===== src/rtl/instruction_decoder.sv =====
// rtl/instruction_decoder.sv - decode stage: instruction decode, zero flag, pipeline copies, debug counters
module instruction_decoder #(
   parameter int CNT_W = 8
) (
   input  logic             clk,
   input  logic             sync_reset,
   input  logic [7:0]       pm_data,
   input  logic [7:0]       pc,
   input  logic             alu_zero,
   output logic             jmp,
   output logic             jmp_nz,
   output logic [3:0]       jmp_addr,
   output logic             dont_jmp,
   output logic             NOPC8,
   output logic             NOPCF,
   output logic             NOPD8,
   output logic             NOPDF,
   output logic [7:0]       reg_en,
   output logic [3:0]       src_sel,
   output logic [2:0]       alu_func,
   output logic             alu_sx,
   output logic             alu_sy,
   output logic [7:0]       ir_q,
   output logic [7:0]       pc_q,
   output logic [CNT_W-1:0] instr_cnt,
   output logic [CNT_W-1:0] jmp_taken_cnt
);

   logic             dont_jmp_q, dont_jmp_d;
   logic [7:0]       ir_d, pc_d;
   logic [CNT_W-1:0] instr_cnt_q, instr_cnt_d;
   logic [CNT_W-1:0] jmp_cnt_q, jmp_cnt_d;
   logic             alu_update;
   logic             jmp_taken;

   // Combinational decode of the current instruction; everything is held at zero during reset.
   always_comb begin
      reg_en   = '0;
      src_sel  = '0;
      alu_func = '0;
      alu_sx   = 1'b0;
      alu_sy   = 1'b0;
      jmp      = 1'b0;
      jmp_nz   = 1'b0;
      jmp_addr = '0;
      NOPC8    = 1'b0;
      NOPCF    = 1'b0;
      NOPD8    = 1'b0;
      NOPDF    = 1'b0;
      if (!sync_reset) begin
         jmp_addr = pm_data[3:0];
         NOPC8    = (pm_data == 8'hC8);
         NOPCF    = (pm_data == 8'hCF);
         NOPD8    = (pm_data == 8'hD8);
         NOPDF    = (pm_data == 8'hDF);
         if (!pm_data[7]) begin
            // load immediate: destination in [6:4], operand is the low nibble
            reg_en  = 8'b1 << pm_data[6:4];
            src_sel = 4'h8;
         end else if (!pm_data[6]) begin
            // move: a self-move writes nothing
            src_sel = {1'b0, pm_data[2:0]};
            if (pm_data[5:3] != pm_data[2:0]) begin
               reg_en = 8'b1 << pm_data[5:3];
            end
         end else if (!pm_data[5]) begin
            alu_sx   = pm_data[4];
            alu_sy   = pm_data[3];
            alu_func = pm_data[2:0];
         end else if (!pm_data[4]) begin
            jmp = 1'b1;
         end else begin
            jmp_nz = 1'b1;
         end
      end
   end

   // Next-state for the zero flag, pipeline copies and saturating counters.
   always_comb begin
      alu_update  = (pm_data[7:5] == 3'b110) && (pm_data[2:0] != 3'b000);
      // jmp_nz looks at the flag as it was before this edge
      jmp_taken   = jmp | (jmp_nz & ~dont_jmp_q);
      dont_jmp_d  = alu_update ? alu_zero : dont_jmp_q;
      ir_d        = pm_data;
      pc_d        = pc;
      instr_cnt_d = (&instr_cnt_q) ? instr_cnt_q : instr_cnt_q + CNT_W'(1);
      jmp_cnt_d   = (jmp_taken && !(&jmp_cnt_q)) ? jmp_cnt_q + CNT_W'(1) : jmp_cnt_q;
   end

   // State register; reset discards every update computed in the same cycle.
   always_ff @(posedge clk) begin
      if (sync_reset) begin
         dont_jmp_q  <= 1'b0;
         ir_q        <= '0;
         pc_q        <= '0;
         instr_cnt_q <= '0;
         jmp_cnt_q   <= '0;
      end else begin
         dont_jmp_q  <= dont_jmp_d;
         ir_q        <= ir_d;
         pc_q        <= pc_d;
         instr_cnt_q <= instr_cnt_d;
         jmp_cnt_q   <= jmp_cnt_d;
      end
   end

   assign dont_jmp      = dont_jmp_q;
   assign instr_cnt     = instr_cnt_q;
   assign jmp_taken_cnt = jmp_cnt_q;

endmodule


===== config.mk =====
export PLATFORM = sky130hd
export DESIGN_NAME = instruction_decoder
export DESIGN_NICKNAME = d
export VERILOG_FILES = /design/src/rtl/instruction_decoder.sv
export SDC_FILE = /design/constraint.sdc
export NUM_CORES = 1
export LEC_CHECK = 0
export BUFFER_PORTS_ARGS = -buffer_cell sky130_fd_sc_hd__buf_2
export CAP_MARGIN = 10
export CORE_MARGIN = 2
export CORE_UTILIZATION = 45
export CTS_CLUSTER_DIAMETER = 150
export CTS_CLUSTER_SIZE = 24
export DETAILED_ROUTE_END_ITERATION = 16
export GPL_ROUTABILITY_DRIVEN = 1
export PLACE_DENSITY = 0.81
export REMOVE_ABC_BUFFERS = 1
export SYNTH_ARGS = -nofsm -noshare
export SYNTH_HDL_FRONTEND = slang
export SYNTH_SLANG_ARGS = --single-unit

===== constraint.sdc =====
create_clock -name clk -period 1.65 [get_ports clk]
set_input_delay 0.0825 -clock clk [delete_from_list [all_inputs] [get_ports clk]]
set_output_delay 0.0825 -clock clk [all_outputs]
set_load 0.02 [all_outputs]

Word level (Yosys, flattened, before mapping)
Index checks and enable logic that the tools add are counted.

$add $sub $neg: 2. Equal/unequal tests: 6. Shift operators: 2. Multiplexer cells: 34. Bitwise operators: 3. Reductions and logical operators: 6.

Operators by type and width (number): 8-bit == test, second input constant (4); 8-bit two-way mux (4); 1-bit two-way mux (22); 8-bit by 1-bit adder with 8-bit output, second input constant (2); 8-bit AND reduction (2); 1-bit by 3-bit left shift with 8-bit output, first input constant (2); 3-bit two-way mux (5); 4-bit two-way mux (3); 3-bit == test, second input constant (1); 3-bit inequality test (1); 3-bit nonzero test (1); 1-bit logical AND (2); 1-bit bitwise AND (1); 1-bit logical NOT (1); 1-bit inverter (1); 1-bit bitwise OR (1).

Register bits after elaboration: 33. Input bits: 19. Output and inout bits: 60. Word-level logic and storage cells: 58.

Logic depth before layout (Yosys ltp)
Gate-level depths: netlist (run 1).

Depth in word-level cells: 8. Mapped depth: 6. Gate-level depth less buffers: 5.

Worst setup path before layout (run 1)
OpenSTA, ideal clock, no wires.

Path type: in2out. From: input pm_data[5]. To: output reg_en[0]. Arrival: 1.911 ns. Required time: 1.567 ns. Setup slack: -0.344 ns. Stages on the path: 6. Path buffers: 1. Cell sequence: clkbuf_1 -> inv_1 -> ha_1 -> a2111oi_1 -> nor2_1 -> nor4_1.

Word-level cells in the longest chain between the ends: 5. Elaborated cells between the ends (all ways): 7.

Ends and longest elaborated chain: start, declared (RTL line 7) `input logic [7:0] pm_data,`; 3-bit inequality test / 1-bit by 3-bit left shift with 8-bit output (equally long branches) (RTL line 63, 64); 8-bit two-way mux (RTL line 63) `if (pm_data[5:3] != pm_data[2:0]) begin`; 8-bit two-way mux (RTL line 60) `end else if (!pm_data[6]) begin`; 8-bit two-way mux (*) (RTL line 56) `if (!pm_data[7]) begin`; 8-bit two-way mux (*) (RTL line 50) `if (!sync_reset) begin`; end, declared (RTL line 18) `output logic [7:0] reg_en,`.

Mark *: on every way between the ends. The rest lies on a longest branch, timed or not.

Worst setup path after layout (run 1)
From: input pm_data[5]. To: output reg_en[2].

Same word-level chain as after synthesis.

==> impl_metrics.csv, run 1 <==
group,metric,value,unit
timing,grt_setup_unrepaired,"no",
clock_tree,cts-buffers-inserted,5,
global_routing,grtUsageTotal,20.5,%
placement,dp_hpwl,2770,um
worst_setup_path,cp-start-kind,"input port",
yosys,syn-cell-area,0.00158,mm2
global_routing,grt_antenna_before_repair,0,
clock_tree,htree_levels,2,
global_routing,grt_overflow_total,0,
final_layout,insertedDiodeCount,0,
placement,gp_congestion,0.861,
final_layout,most-common-layout-cells,"buf_2, dfxtp_1, nor2_1",
worst_setup_path,critical_path_arrival,1.44,ns
worst_setup_path,reg2reg_setup_slack,0.18,ns
timing,period_share,92.5,%
hold_path,hold_class,"input port to flop",
timing,slew_viol_final,0,
worst_setup_path,max_stage_delay,0.39,ns
clock_tree,clock_path_buffers,2,
yosys,ys_async_sr_fraction,0,%
global_routing,grt_pass1_wl,6610,um
die,dieArea,0.00399,mm2
clock_tree,root_buffer,"clkbuf_4",
route,drtAntennaViolNets,0,
timing,fin_skew,0.00239,ns
timing,setup_ws,0.124,ns
timing,slew_headroom,75.5,%
timing,max_freq,0.655,GHz
worst_setup_path,r2r_cells,5,
route,dr_total_vias,1679,
clock_tree,cts_sinks,33,
placement,portBuffers,78,
hold_path,min_to,"ir_q[2]$_SDFF_PP0_",
route,dr.pass1.iters,4,
worst_setup_path,end_kind,"output port",
power_and_ir_drop,p_leak,1.09,nW
timing,hold_violations,0,
status,outcome,"completed",
worst_setup_path,cp_max_fo,4,
clock_tree,clk_latency,0.32,ns
route,drt_iter0_drc,68,
timing,setup_viol,0,
worst_setup_path,cp_slowest_cell,"a311oi_1",
yosys,yosysWarnings,0,
die,chipHeight,63.2,um
worst_setup_path,r2r_end,"jmp_taken_cnt[7]$_SDFFE_PP0P_",
yosys,synth_edf_count,0,
job,maxCapViolCount,0,
final_layout,layout_commonest_cell,"buf_2",
worst_setup_path,worstReg2RegStart,"jmp_taken_cnt[1]$_SDFFE_PP0P_",
worst_setup_path,cpMostUsedCell,"buf_2",
worst_setup_path,worstPathCellList,"buf_2 > inv_1 > ha_1 > a311oi_1 > a22oi_1 > nor3_1 > buf_2",
clock_tree,cts_setup_buffers,0,
yosys,postSynthAreaPerCell,8.16,um2
timing,hold_ws,0.0566,ns
yosys,synthFlopType,"dfxtp_1",
yosys,ys_types,36,
die,fp-row-count,21,
route,wl_per_cell,12.2,um
route,vias_per_cell,5.09,
die,die_x,63.2,um
global_routing,grt_pass1_vias,1483,
worst_setup_path,required,1.57,ns
clock_tree,path_clk_slew,0.11,ns
placement,pre_cts_slack,0.105,ns
global_routing,grt_max_degree,26,
yosys,synth_seq_area_share,41.9,%
yosys,ys_seq_elements,33,
power_and_ir_drop,p_per_area,721,mW/mm2
timing,tightest_slew,0.365,ns
route,drc_errors,0,
hold_path,holdCritStartpoint,"pm_data[2]",
final_layout,area_growth,38.0,%
die,coreArea,0.00334,mm2
timing,fin_crit,1.53,ns
die,num_io_pins,79,
yosys,synthCells,193,
clock_tree,cts_tree,"yes",
power_and_ir_drop,ir_drop,442,uV
die,initial_core_util,47.2,%
route,postRouteWirelength,4030,um
hold_path,whs_path_depth,2,
final_layout,nets,305,
worst_setup_path,crit_type,"input port to output port",
final_layout,drive_gt1_share,34.2,%
-- metal layers --
layer | share of wire [%] | routed length [um] | up-vias | global-route usage (%)
li1 | - | - | 847 | -
met5 | 0 | 0 | - | 0
met1 | 45 | 1800 | 766 | 25.1
met2 | 48 | 1950 | 62 | 34.7
met3 | 6.2 | 248 | 4 | 5.18
met4 | 0.72 | 29 | 0 | 7.50
-- critical path, delay by kind of cell --
family	cells	cell delay, ns
AOI/OAI and AO/OA	2	0.50
buffers and inverters	3	0.41
and+or+nand+nor	1	0.14
adders and majority gates	1	0.29
-- synthesized netlist by cell type (all sizes together) (4+ instances only) --
library cell | instances | area share, %
nor2b | 16 | 6.4
nand2 | 11 | 2.6
or3 | 4 | 1.6
o21ai | 5 | 1.6
inv | 10 | 2.4
clkbuf | 5 | 1.2
buf | 4 | 1.5
dfxtp | 33 | 42
nor2 | 31 | 7.4
nand3 | 4 | 1.3
nor4 | 6 | 2.4
a21oi | 10 | 3.2
nor3 | 9 | 2.9
a22oi | 5 | 2.4
nand4 | 7 | 3.2
-- layout make-up --
| cell class | count | area (um2) |
|---|---|---|
| Multi-Input combinational cell | 141 | 840 |
| Fill cell | 319 | 1160 |
| Inverter | 10 | 37.5 |
| Sequential cell | 33 | 661 |
| Tap cell | 46 | 57.6 |
| Clock buffer | 5 | 37.5 |
| Clock inverter | 3 | 22.5 |
| Timing Repair Buffer | 92 | 518 |
-- where the power goes --
| group | switching, mW | total [mW] | internal [mW] | leakage [nW] |
|---|---|---|---|---|
| clock network | 0.289 | 0.453 | 0.165 | 0.0234 |
| logic | 0.172 | 0.277 | 0.105 | 0.796 |
| registers | 0.0127 | 0.838 | 0.825 | 0.271 |
| total | 0.473 | 1.57 | 1.09 | 1.09 |
-- cell families (layout without fill, tap and decap cells) --
kind of cell	after synthesis	after routing	synth area share, %
compound gates	29	29	12.6
xor+xnor	5	5	2.78
fa+ha+maj	3	3	2.38
buf+inv	19	110	5.08
flops	33	33	41.9
mux	3	3	1.91
simple gates	101	101	33.4
-- sequential cells by signal, summed over array words and instances (netlist names) --
| name | count |
|---|---|
| dont_jmp | 1 |
| instr_cnt | 8 |
| ir_q | 8 |
| jmp_taken_cnt | 8 |
| pc_q | 8 |
-- stage by stage --
stage | total power [mW] | utilization, % | area [um2] | TNS (ns) | cells
6_report | 1.57 | 65.1 | 2170 | 0 | 330
5_1_grt | 1.66 | 65.1 | 2170 | 0 | 330
2_1_floorplan | 0.993 | - | 1530 | -0.00146 | 184
3_5_place_dp | 1.11 | 60.5 | 2020 | 0 | 313
3_3_place_gp | 1.11 | 60.5 | 2020 | 0 | 313
4_1_cts | 1.58 | 65.0 | 2170 | 0 | 330
-- how the worst max path moves through the flow --
stage	to	from	cells after the start
finish	reg_en[2]	pm_data[5]	7
floorplan	reg_en[0]	pm_data[5]	5
CTS	reg_en[0]	pm_data[5]	7
global route	reg_en[0]	pm_data[5]	7
detailed placement	reg_en[0]	pm_data[5]	7
global placement	reg_en[0]	pm_data[5]	7
-- repair_timing --
item	CTS	global route
hold buffers	9	0
resized for setup	0	1
endpoints found under the hold margin	9	0
endpoints found under the setup margin	0	2
Note: power is estimated with default switching activity, not from simulation.
==> run 2, diff against run 1 <==
CORE_UTILIZATION = 47   (was 45)
CTS_BUF_LIST = sky130_fd_sc_hd__clkbuf_4   (was default)
PLACE_DENSITY = 0.84   (was 0.81)
REMOVE_ABC_BUFFERS = default   (was 1)
==> run 2 against run 1 <==
Against the previous run: final cell count is 1.2% higher; routed wire length is 1.2% higher; largest power group unchanged; maximum frequency is 2.9% lower; design area is 3.1% higher.
==> impl_metrics.csv, run 2 (synthesized netlist as in run 1, its figures left out) <==
group,metric,value,unit
timing,slew_viol_final,0,
clock_tree,cts_sinks,33,
worst_setup_path,cpMostUsedCell,"buf_2",
global_routing,grtUsageTotal,22.6,%
power_and_ir_drop,p_int,1.27,mW
route,drc_errors,0,
global_routing,grt_overflow_total,0,
power_and_ir_drop,ir_drop,447,uV
timing,period_share,95.3,%
clock_tree,root_buffer,"clkbuf_4",
clock_tree,ctsHoldBuffers,9,
timing,slew_headroom,72.4,%
die,die_x,61.9,um
worst_setup_path,required,1.57,ns
route,postRouteWirelength,4080,um
die,chipHeight,61.9,um
final_layout,layout_commonest_cell,"buf_2",
worst_setup_path,cp_top_family,"buffers and inverters",
global_routing,grt_pass1_wl,6420,um
placement,gp_congestion,0.794,
power_and_ir_drop,p_switching,461,uW
timing,tightest_slew,0.411,ns
worst_setup_path,critical_path_arrival,1.49,ns
power_and_ir_drop,netSwitchingFraction,26.7,%
hold_path,hold_class,"input port to flop",
status,outcome,"completed",
final_layout,fill_cells,276,
worst_setup_path,worstReg2RegStart,"jmp_taken_cnt[1]$_SDFFE_PP0P_",
timing,hold_ws,0.0659,ns
final_layout,insertedDiodeCount,0,
route,wl_per_cell,12.2,um
final_layout,drive_gt1_share,35.4,%
final_layout,area_growth,42.2,%
route,dr.pass1.iters,4,
timing,setup_viol,0,
job,maxCapViolCount,0,
power_and_ir_drop,p_per_area,772,mW/mm2
power_and_ir_drop,p_leak,1.13,nW
timing,fin_tns_setup,0,ns
route,dr_total_vias,1704,
power_and_ir_drop,p_comb_share,16.6,%
final_layout,multi_input_area,857,um2
die,initial_core_util,48.0,%
timing,fin_crit,1.57,ns
final_layout,finish.instance_area,0.00224,mm2
power_and_ir_drop,p_seq_share,48.4,%
route,drt_iter0_drc,74,
power_and_ir_drop,p_clk_share,35.0,%
route,vias_per_cell,5.10,
final_layout,ff_latch_area,661,um2
worst_setup_path,cp_slowest_cell,"a2111oi_1",
global_routing,grt_max_degree,24,
clock_tree,clock_path_buffers,2,
clock_tree,cts_resized,0,
placement,dp_hpwl,2830,um
clock_tree,cts_setup_buffers,0,
timing,hold_violations,0,
worst_setup_path,crit_buf_inv,3,
worst_setup_path,setup.worst_path.start,"pm_data[2]",
worst_setup_path,end_kind,"output port",
timing,grt_setup_unrepaired,"no",
yosys,syn-num-nets,215,
worst_setup_path,crit_type,"input port to output port",
placement,dpl_cell_area,0.00207,mm2
clock_tree,path_clk_slew,0.11,ns
timing,fin_skew,0.00694,ns
worst_setup_path,r2r_cells,5,
clock_tree,cts-buffers-inserted,5,
worst_setup_path,reg2reg_setup_slack,0.20,ns
clock_tree,cts_tree,"yes",
worst_setup_path,worstPathCellList,"buf_2 > ha_1 > a2111oi_1 > buf_4 > nor2_1 > nor4_4 > buf_2",
clock_tree,clk_latency,0.33,ns
global_routing,grt_antenna_before_repair,0,
global_routing,grt_pass1_vias,1448,
die,dieArea,0.00383,mm2
route,drtAntennaViolNets,0,
worst_setup_path,crit_path_end,"reg_en[0]",
die,num_io_pins,79,
worst_setup_path,max_stage_delay,0.36,ns
placement,portBuffers,78,
clock_tree,htree_levels,2,
die,fp-row-count,21,
timing,max_freq,0.636,GHz
worst_setup_path,cp-start-kind,"input port",
final_layout,nets,309,
worst_setup_path,cp.depth,7,
worst_setup_path,r2r_end,"jmp_taken_cnt[6]$_SDFFE_PP0P_",
die,coreArea,0.00328,mm2
final_layout,most-common-layout-cells,"buf_2, dfxtp_1, nor2_1",
worst_setup_path,cp_max_fo,5,
## run 2: how the worst min path moves through the flow
stage | startpoint | end | cells after the start
floorplan | pc[0] | pc_q[0]$_SDFF_PP0_ | 1
global placement | pc[1] | pc_q[1]$_SDFF_PP0_ | 2
detailed placement | pc[2] | pc_q[2]$_SDFF_PP0_ | 2
CTS | pm_data[2] | ir_q[2]$_SDFF_PP0_ | 2
global route | pm_data[2] | ir_q[2]$_SDFF_PP0_ | 2
finish | pm_data[2] | ir_q[2]$_SDFF_PP0_ | 2
## run 2: layout make-up
| cell class | count | share of cell area, % |
|---|---|---|
| Sequential cell | 33 | 29.5 |
| Inverter | 10 | 1.68 |
| Tap cell | 46 | 2.57 |
| Clock buffer | 6 | 2.01 |
| Clock inverter | 2 | 1.51 |
| Timing Repair Buffer | 96 | 24.5 |
| Multi-Input combinational cell | 141 | 38.3 |
## run 2: power groups by stage
stage          combinational, mW  clock [mW]  sequential [mW]
2_1_floorplan              0.131           0            0.893
3_3_place_gp               0.265           0            0.854
3_5_place_dp               0.268           0            0.855
4_1_cts                    0.285       0.616            0.837
5_1_grt                    0.316       0.654            0.841
6_report                   0.288       0.606            0.836
## run 2: metrics by stage
step           power [mW]  instances  setup WS [ns]  utilization, %
5_1_grt              1.81        334        0.00464            68.2
3_3_place_gp         1.12        317         0.0867            63.0
4_1_cts              1.74        334         0.0770            68.2
2_1_floorplan        1.02        193         0.0518               -
6_report             1.73        334         0.0776            68.2
3_5_place_dp         1.12        317         0.0770            63.0
## run 2: routing by layer
layer  track usage (%)  vias up  wire length, um
li1                  -      855                -
met2              38.2       57             1980
met4              9.12        0               70
met3              6.00        7              205
met1              27.1      785             1820
met5                 0        -                0
## run 2: worst reg2reg max path: stages, from the launching register on
cell,delay (ns)
dfxtp_1,0.42
ha_1,0.22
and3_1,0.16
nand4_1,0.14
or3_1,0.33
a21oi_1,0.13
==> run 3, diff against run 2 <==
CORE_UTILIZATION = 45   (was 47)
CTS_BUF_LIST = sky130_fd_sc_hd__clkbuf_16   (was sky130_fd_sc_hd__clkbuf_4)
PLACE_DENSITY = 0.81   (was 0.84)
TNS_END_PERCENT = 10   (was default)
==> run 3 against run 2 <==
Against the previous run: first-iteration DRC count grew 6.8%; design area shrank 2.4%; worst setup slack gained 0.019 ns; via count shrank 2.7%; non-clock buffer count shrank 12; final cell count shrank 3.9%; routed wire length shrank 5.3%; register-to-register slack is essentially flat; global-route usage shrank 2.5 points; clock skew shrank 0.0047 ns; critical endpoint unchanged; largest cell class unchanged.
==> impl_metrics.csv, run 3 (synthesized netlist as in run 1, its figures left out) <==
group,metric,value,unit
route,dr_total_vias,1658,
timing,fin_tns_setup,0,ns
final_layout,finish.instance_area,0.00219,mm2
power_and_ir_drop,ir_drop,458,uV
route,wl_per_cell,12.0,um
final_layout,fin_cells,321,
worst_setup_path,critical_path_arrival,1.47,ns
timing,fin_skew,0.00222,ns
final_layout,nets,297,
timing,tightest_slew,0.407,ns
worst_setup_path,r2r_cells,5,
clock_tree,cts-buffers-inserted,5,
worst_setup_path,crit_path_end,"reg_en[0]",
worst_setup_path,reg2reg_setup_slack,0.20,ns
worst_setup_path,worstPathCellList,"buf_2 > inv_1 > ha_1 > a2111oi_2 > nor2_1 > nor4_4 > buf_2",
die,coreArea,0.00334,mm2
worst_setup_path,cpMostUsedCell,"buf_2",
die,dieArea,0.00399,mm2
route,dr.pass1.iters,4,
worst_setup_path,cp_slowest_cell,"a2111oi_2",
worst_setup_path,cp_top_family,"buffers and inverters",
placement,gp_congestion,0.788,
worst_setup_path,worstReg2RegStart,"jmp_taken_cnt[1]$_SDFFE_PP0P_",
placement,dp_cells,314,
final_layout,drive_gt1_share,35.6,%
die,fp-row-count,21,
power_and_ir_drop,totalPowerFinal,1.93,mW
die,die_x,63.2,um
worst_setup_path,end_kind,"output port",
global_routing,grt_antenna_before_repair,0,
placement,portBuffers,78,
worst_setup_path,r2r_end,"jmp_taken_cnt[6]$_SDFFE_PP0P_",
global_routing,grt_pass1_vias,1481,
route,drt_iter0_drc,79,
placement,dpl_cell_area,0.00205,mm2
worst_setup_path,crit_type,"input port to output port",
power_and_ir_drop,p_per_area,884,mW/mm2
clock_tree,cts_sinks,33,
clock_tree,cts_setup_buffers,0,
timing,slew_headroom,72.7,%
hold_path,hold_class,"input port to flop",
job,maxCapViolCount,0,
route,drtAntennaViolNets,0,
global_routing,grt_overflow_total,0,
timing,setup_viol,0,
worst_setup_path,required,1.57,ns
worst_setup_path,cp_max_fo,4,
power_and_ir_drop,p_leak,1.11,nW
die,chipHeight,63.2,um
worst_setup_path,max_stage_delay,0.40,ns
route,vias_per_cell,5.17,
worst_setup_path,cp-start-kind,"input port",
clock_tree,htree_levels,2,
timing,hold_violations,0,
worst_setup_path,crit_buf_inv,3,
timing,fin_crit,1.55,ns
timing,hold_ws,0.0228,ns
clock_tree,clk_latency,0.27,ns
die,num_io_pins,79,
worst_setup_path,setup.worst_path.start,"pm_data[5]",
clock_tree,clock_path_buffers,2,
status,outcome,"completed",
route,postRouteWirelength,3860,um
placement,dp_hpwl,2830,um
timing,max_freq,0.644,GHz
clock_tree,cts_tree,"yes",
yosys,syn-num-nets,215,
route,drc_errors,0,
clock_tree,path_clk_slew,0.05,ns
final_layout,most-common-layout-cells,"buf_2, dfxtp_1, nor2_1",
timing,slew_viol_final,0,
global_routing,grt_max_degree,34,
global_routing,grtUsageTotal,20.1,%
timing,period_share,94.1,%
final_layout,insertedDiodeCount,0,
clock_tree,root_buffer,"clkbuf_16",
final_layout,area_growth,38.8,%
die,initial_core_util,47.2,%
global_routing,grt_pass1_wl,6440,um
worst_setup_path,cp.depth,7,
final_layout,layout_commonest_cell,"buf_2",
[run 3: cell count changes in the layout (fill, tap and decap cells not counted)]
cell / change
dlygate4sd3_1: -9
clkbuf_4: -6
clkbuf_16: +5
buf_4: -3
a2111oi_1: -1
a2111oi_2: +1
bufinv_16: -1
inv_1: +1
[run 3: cell type report]
class	instances	area, um2
flip-flops and latches	33	661
fillers	297	1150
multi-input cells	141	862
well taps	46	57.6
inverters	10	37.5
repair buffers	84	435
clock buffers	5	125
clock inverters	2	7.51
[run 3: metrics by stage]
step / setup slack, ns / util (%)
2_1_floorplan: -0.110 / -
6_report: 0.0968 / 65.5
5_1_grt: -0.0709 / 65.5
3_3_place_gp: 0.000259 / 61.4
3_5_place_dp: 0.0504 / 61.4
4_1_cts: 0.0327 / 65.4
[run 3: repair_timing]
| action | CTS | global route |
|---|---|---|
| gates resized for setup | 0 | 1 |
| hold buffers | 0 | 0 |
| endpoints found under the setup margin | 0 | 2 |
[run 3: worst min path at each step]
| stage | from | to | depth (start not counted) |
|---|---|---|---|
| after global placement | pc[0] | pc_q[0]$_SDFF_PP0_ | 2 |
| after floorplan | pc[0] | pc_q[0]$_SDFF_PP0_ | 1 |
| after global routing | pc[3] | pc_q[3]$_SDFF_PP0_ | 2 |
| after CTS | pc[1] | pc_q[1]$_SDFF_PP0_ | 2 |
| after detailed placement | pc[6] | pc_q[6]$_SDFF_PP0_ | 2 |
| final | pc[1] | pc_q[1]$_SDFF_PP0_ | 2 |
[run 3: report_power, final]
| group | leakage (nW) | internal [mW] | switching (mW) |
|---|---|---|---|
| clock | 0.0685 | 0.537 | 0.291 |
| combinational | 0.766 | 0.0941 | 0.171 |
| sequential | 0.271 | 0.828 | 0.0120 |
[run 3: per-layer routing]
layer / up-vias / part of all wire [%] / global-route usage (%)
met5: - / 0 / 0
met4: 0 / 1.4 / 7.78
met3: 6 / 9.5 / 6.79
met2: 82 / 45 / 32.4
met1: 734 / 44 / 24.6
li1: 836 / - / -
[run 3: worst register-to-register path: stages (launching register included)]
cell and delay (ns):
dfxtp_1 0.40, ha_1 0.21, and3_1 0.17, nand4_1 0.15, or3_1 0.33, a21oi_1 0.12
